**config.mk**
```make
export PLATFORM = sky130hd
export DESIGN_NAME = game_flow_ctrl
export DESIGN_NICKNAME = d
export VERILOG_FILES = /design/src/rtl/game_flow_ctrl.sv
export SDC_FILE = /design/constraint.sdc
export NUM_CORES = 1
export LEC_CHECK = 0
export CORE_MARGIN = 2
export CORE_UTILIZATION = 39
export CTS_CLUSTER_DIAMETER = 150
export DETAILED_ROUTE_END_ITERATION = 16
export GPL_TIMING_DRIVEN = 1
export PLACE_DENSITY = 0.67
export SYNTH_ARGS = -nofsm -noshare
export SYNTH_HDL_FRONTEND = slang
export SYNTH_SLANG_ARGS = --single-unit
```
**constraint.sdc**
```tcl
create_clock -name clk -period 5.88 [get_ports clk]
set_input_delay 1.176 -clock clk [delete_from_list [all_inputs] [get_ports clk]]
set_output_delay 1.176 -clock clk [all_outputs]
set_load 0.05 [all_outputs]
```
**src/rtl/game_flow_ctrl.sv**
```systemverilog
//==============================================================================
// Module   : game_flow_ctrl
// Purpose  : Game-flow controller for the ball/paddle game. Converts raw
//            collision/button levels into single-cycle strobes for the
//            statistics stage and sequences IDLE -> SERVE -> PLAY -> LOST ->
//            (SERVE | OVER) on frame ticks (vsync rising edges).
// Ports    : clk, reset (sync, active-high)
//            vsync, start_btn, brick_hit, ball_missed : input levels
//            lives_in[3:0]                            : lives from stats stage
//            incscore, declives, stats_reset          : 1-cycle strobes
//            ball_freeze, game_over, demo             : state-derived levels
//            state[2:0]                               : debug state encoding
// Options  : `define ATTRACT_MODE_EN enables the idle attract/demo state.
// Revision : 1.0 - initial release
//==============================================================================
`default_nettype none

module game_flow_ctrl #(
  parameter int unsigned SERVE_FRAMES   = 60,
  parameter int unsigned LOST_FRAMES    = 90,
  parameter int unsigned ATTRACT_FRAMES = 300
) (
  input  logic       clk,
  input  logic       reset,
  input  logic       vsync,
  input  logic       start_btn,
  input  logic       brick_hit,
  input  logic       ball_missed,
  input  logic [3:0] lives_in,
  output logic       incscore,
  output logic       declives,
  output logic       stats_reset,
  output logic       ball_freeze,
  output logic       game_over,
  output logic       demo,
  output logic [2:0] state
);

  typedef enum logic [2:0] {
    ST_IDLE    = 3'd0,
    ST_SERVE   = 3'd1,
    ST_PLAY    = 3'd2,
    ST_LOST    = 3'd3,
    ST_OVER    = 3'd4,
    ST_ATTRACT = 3'd5
  } state_t;

  localparam logic [9:0] c_serve_frames = SERVE_FRAMES[9:0];
  localparam logic [9:0] c_lost_frames  = LOST_FRAMES[9:0];

  state_t     r_state;
  state_t     w_next;
  logic [9:0] r_cnt;
  logic       r_vsync_q, r_start_q, r_hit_q, r_miss_q;
  logic       r_incscore, r_declives, r_stats_reset;
  logic       r_freeze, r_over;
  logic       w_tick, w_start, w_hit, w_miss;
  logic       w_inc, w_dec, w_srst;
  logic [9:0] w_cnt_next;

  assign w_tick  = vsync       & ~r_vsync_q;
  assign w_start = start_btn   & ~r_start_q;
  assign w_hit   = brick_hit   & ~r_hit_q;
  assign w_miss  = ball_missed & ~r_miss_q;

  // Frame count this tick would reach; timed phases expire when it hits N.
  assign w_cnt_next = r_cnt + 10'd1;

  always_comb begin
    w_next = r_state;
    w_inc  = 1'b0;
    w_dec  = 1'b0;
    w_srst = 1'b0;
    case (r_state)
      ST_IDLE: begin
        if (w_start) begin
          w_srst = 1'b1;
          w_next = ST_SERVE;
        end
`ifdef ATTRACT_MODE_EN
        else if (w_tick && (w_cnt_next == ATTRACT_FRAMES[9:0])) begin
          w_next = ST_ATTRACT;
        end
`endif
      end
      ST_SERVE: begin
        if (w_tick && (w_cnt_next == c_serve_frames)) w_next = ST_PLAY;
      end
      ST_PLAY: begin
        w_inc = w_hit;
        if (w_miss) begin
          w_dec  = 1'b1;
          w_next = ST_LOST;
        end
      end
      ST_LOST: begin
        // lives_in has settled long before expiry, so sample it only here.
        if (w_tick && (w_cnt_next == c_lost_frames))
          w_next = (lives_in == 4'd0) ? ST_OVER : ST_SERVE;
      end
      ST_OVER: begin
        if (w_start) begin
          w_srst = 1'b1;
          w_next = ST_SERVE;
        end
      end
`ifdef ATTRACT_MODE_EN
      ST_ATTRACT: begin
        // Collision edges are still tracked but never score in demo play.
        if (w_start) begin
          w_srst = 1'b1;
          w_next = ST_SERVE;
        end
      end
`endif
      default: w_next = ST_IDLE;
    endcase
  end

  always_ff @(posedge clk) begin
    if (reset) begin
      r_state       <= ST_IDLE;
      r_cnt         <= '0;
      r_vsync_q     <= 1'b0;
      r_start_q     <= 1'b0;
      r_hit_q       <= 1'b0;
      r_miss_q      <= 1'b0;
      r_incscore    <= 1'b0;
      r_declives    <= 1'b0;
      r_stats_reset <= 1'b0;
      r_freeze      <= 1'b1;
      r_over        <= 1'b0;
    end else begin
      r_state       <= w_next;
      r_vsync_q     <= vsync;
      r_start_q     <= start_btn;
      r_hit_q       <= brick_hit;
      r_miss_q      <= ball_missed;
      r_incscore    <= w_inc;
      r_declives    <= w_dec;
      r_stats_reset <= w_srst;
      // Counter restarts on every state entry so each phase times from zero.
      if (w_next != r_state) r_cnt <= '0;
      else if (w_tick)       r_cnt <= w_cnt_next;
      r_freeze      <= ~((w_next == ST_PLAY) || (w_next == ST_ATTRACT));
      r_over        <= (w_next == ST_OVER);
    end
  end

`ifdef ATTRACT_MODE_EN
  logic r_demo;
  always_ff @(posedge clk) begin
    if (reset) r_demo <= 1'b0;
    else       r_demo <= (w_next == ST_ATTRACT);
  end
  assign demo = r_demo;
`else
  logic w_unused_attract;
  assign w_unused_attract = ^ATTRACT_FRAMES[9:0];
  assign demo = 1'b0;
`endif

  assign incscore    = r_incscore;
  assign declives    = r_declives;
  assign stats_reset = r_stats_reset;
  assign ball_freeze = r_freeze;
  assign game_over   = r_over;
  assign state       = r_state;

endmodule

`default_nettype wire

```
==> flow_metrics.tcl <==
set metrics [dict create \
    status "complete, no violations" \
    crit_slowest_cell "o311ai_2" \
    maxSlewViolCount 0 \
    synthFlopType "dfxtp_1" \
    synth_cell_types 39 \
    ctsRootBufferMaster "clkbuf_4" \
    synth_edf_count 0 \
    cp-start-kind "primary input" \
    fmax_ghz 0.334 \
    critPathMaxFanout 8 \
    end_kind "flip-flop" \
    insertedDiodeCount 0 \
    async_flop_share_pct 0 \
    synth_xor_area_share_pct 8.55 \
    layout-drive-gt1-share_pct 6.25 \
    cts_made_buffers 3 \
    synth_cells 131 \
    pre_cts_ws_ns 2.53 \
    ys_ff_latch 22 \
    cp_cell_sequence "clkdlybuf4s50_1 > nor2b_1 > nand3b_1 > a31o_2 > o311ai_2 > nor2_1" \
    synth_area_leaders "dfxtp_1 39%, xor2_1 6.2%, nor2_1 4.7%, nor2b_1 4.4%, nand4_1 3.3%" \
    min_period_ns 3.00 \
    cts_hold_buffers 0 \
    postCtsSetupBuffers 0 \
    grt_max_degree 14 \
    cts_max_path_buffers 2 \
    start_util_pct 40.9 \
    vdd_drop_max_v 0.000136 \
    yosys.area.top_type_share_pct 39.1 \
    wl_per_cell_um 12.9 \
    grt_pass1_wl_um 3970 \
    finalWorstSetupSlack_ns 2.88 \
    die_h_um 57.8 \
    syn-num-nets 143 \
    nFillCells 254 \
    max_stage_delay_ns 0.56 \
    p_per_area_nw_per_um2 222 \
    cts.clk_slew.worst_paths_ns 0.12 \
    tightest_slew_ns 0.567 \
    ant_nets 0 \
    period_share_pct 51.0 \
    rsz0062_at_grt "no" \
    synth-simple-area-share_pct 33.2 \
    synth_compound_area_share_pct 11.9 \
    drtPass1Iterations 4 \
    coreArea_um2 2760 \
    yosysWarnings 0 \
    finalWeightedCongestion 0.890 \
    yosysSeqAreaShare_pct 39.1 \
    stdcell_count 175 \
    num_rows 19 \
    cts_resized 0 \
    portBuffers 17 \
    setup_viol 0 \
    hp-class "flip-flop to flip-flop" \
    htree_levels 1 \
    muxShareOfSynthArea_pct 0 \
    path_class "primary input to flip-flop" \
    clock-sinks 22 \
    dp_hpwl_um 1710 \
    nets 157 \
    slew-limit-headroom_pct 62.2 \
    netlist_top_cells_count "22 x dfxtp_1, 14 x nor2_1, 8 x nand2_1, 8 x nor2b_1, 8 x xor2_1" \
    grt_antenna_before_repair 0 \
    design_area_um2 1350 \
    clk_latency_ns 0.30 \
    drtIter0Drc 19 \
    avgSynthCellArea_um2 8.61 \
    p_leak_nw 0.449 \
    synth_top_area_cell "dfxtp_1" \
    route.detailed.drc 0 \
    grt_pass1_vias 914 \
    synthAdderAreaFrac_pct 2.22 \
    worst_ep_arrival_time_ns 3.18 \
    ios 19 \
    syn2layout_area_growth_pct 19.4 \
    grt-ovfl-total 0 \
    worstPathRequired_ns 6.06 \
    cap_violations 0 \
    die_area_um2 3340 \
    syn_area_um2 1130 \
    viasPerCell 5.37 \
    die_w_um 57.8 \
    post-place-cells 171 \
    p_total_w 0.000299 \
    grtUsageTotal_pct 15.2 \
    cts_tree "yes" \
    dpl_cell_area_um2 1290 \
    finalSetupTns_ns 0 \
    vias 939 \
    synth_top_family_by_area "simple AND/OR/NAND/NOR gates" \
    wirelength_um 2260 \
    hold_viol_final 0 \
    synth.most_common_cell "dfxtp_1" \
    fin_worst_skew_ns 0.000801 \
]
-- worst paths after layout --
check,end,slack [ns],from,cells after the start
setup / recovery,r_cnt[2],2.88,vsync,6
hold / removal,incscore,0.41,r_hit_q,1
setup reg to reg,r_cnt[2],3.61,r_cnt[0],6
hold reg to reg,incscore,0.41,r_hit_q,1
-- metal layers --
metal	vias up	GRT usage (%)	part of all wire, %
met3	2	2.68	3.8
li1	487	-	-
met4	0	5.98	0.66
met1	435	18.9	47
met5	-	0	0
met2	15	26.0	49
-- cells in the final DEF (no fill, tap or decap), types with 2 or more instances in the layout --
cell type	instances
nand2_1	8
nor2_1	14
nand3_1	3
inv_1	3
xor2_1	8
nor3_1	5
ha_1	2
o21ai_0	2
a31oi_1	2
o211ai_1	2
nor2b_1	8
nor4_1	4
nand4_1	6
nand2b_1	3
clkbuf_4	3
o21a_1	2
and2_1	2
a21oi_1	5
nand3b_1	2
xnor2_1	3
dfxtp_1	22
and3_1	2
clkdlybuf4s50_1	17
-- through the flow --
stage / utilization, % / hold WS [ns]
global route: 48.8 / 0.433
CTS: 48.8 / 0.418
detailed placement: 46.9 / 0.400
floorplan: - / 0.376
finish: 48.8 / 0.410
global placement: 46.9 / 0.390
-- power breakdown --
part	total [W]	switching, W	internal [W]
clock	0.000114	0.0000453	0.0000689
combinational	0.0000294	0.0000162	0.0000132
sequential	0.000155	0.00000299	0.000152
-- flip-flops by register name, indices dropped and copies added (netlist names) --
signal and cells:
r_cnt 10, state 3, ball_freeze 1, declives 1, game_over 1, incscore 1
r_hit_q 1, r_miss_q 1, r_start_q 1, r_vsync_q 1, stats_reset 1
-- critical path, delay by kind of cell --
kind,cells,cell delay (ns)
compound gates,2,0.84
buf+inv,1,0.46
simple gates,3,0.70
-- cells by family (layout without fill, tap and decap cells) --
group | after synthesis | after routing
AOI/OAI and AO/OA | 19 | 19
xor gates and xnor gates | 11 | 11
adders and majority gates | 2 | 2
buffers and inverters | 11 | 24
DFF | 22 | 22
other | 1 | 1
and+or+nand+nor | 65 | 65
-- layout make-up --
class / instances / area (um2) / area share [%]
Timing Repair Buffer: 17 / 170 / 12.6
Multi-Input combinational cell: 98 / 633 / 47.0
Tap cell: 31 / 38.8 / 2.88
Clock buffer: 3 / 22.5 / 1.67
Inverter: 3 / 11.3 / 0.836
Clock inverter: 1 / 30.0 / 2.23
Sequential cell: 22 / 440 / 32.7
(Power assumes the default switching activity.)
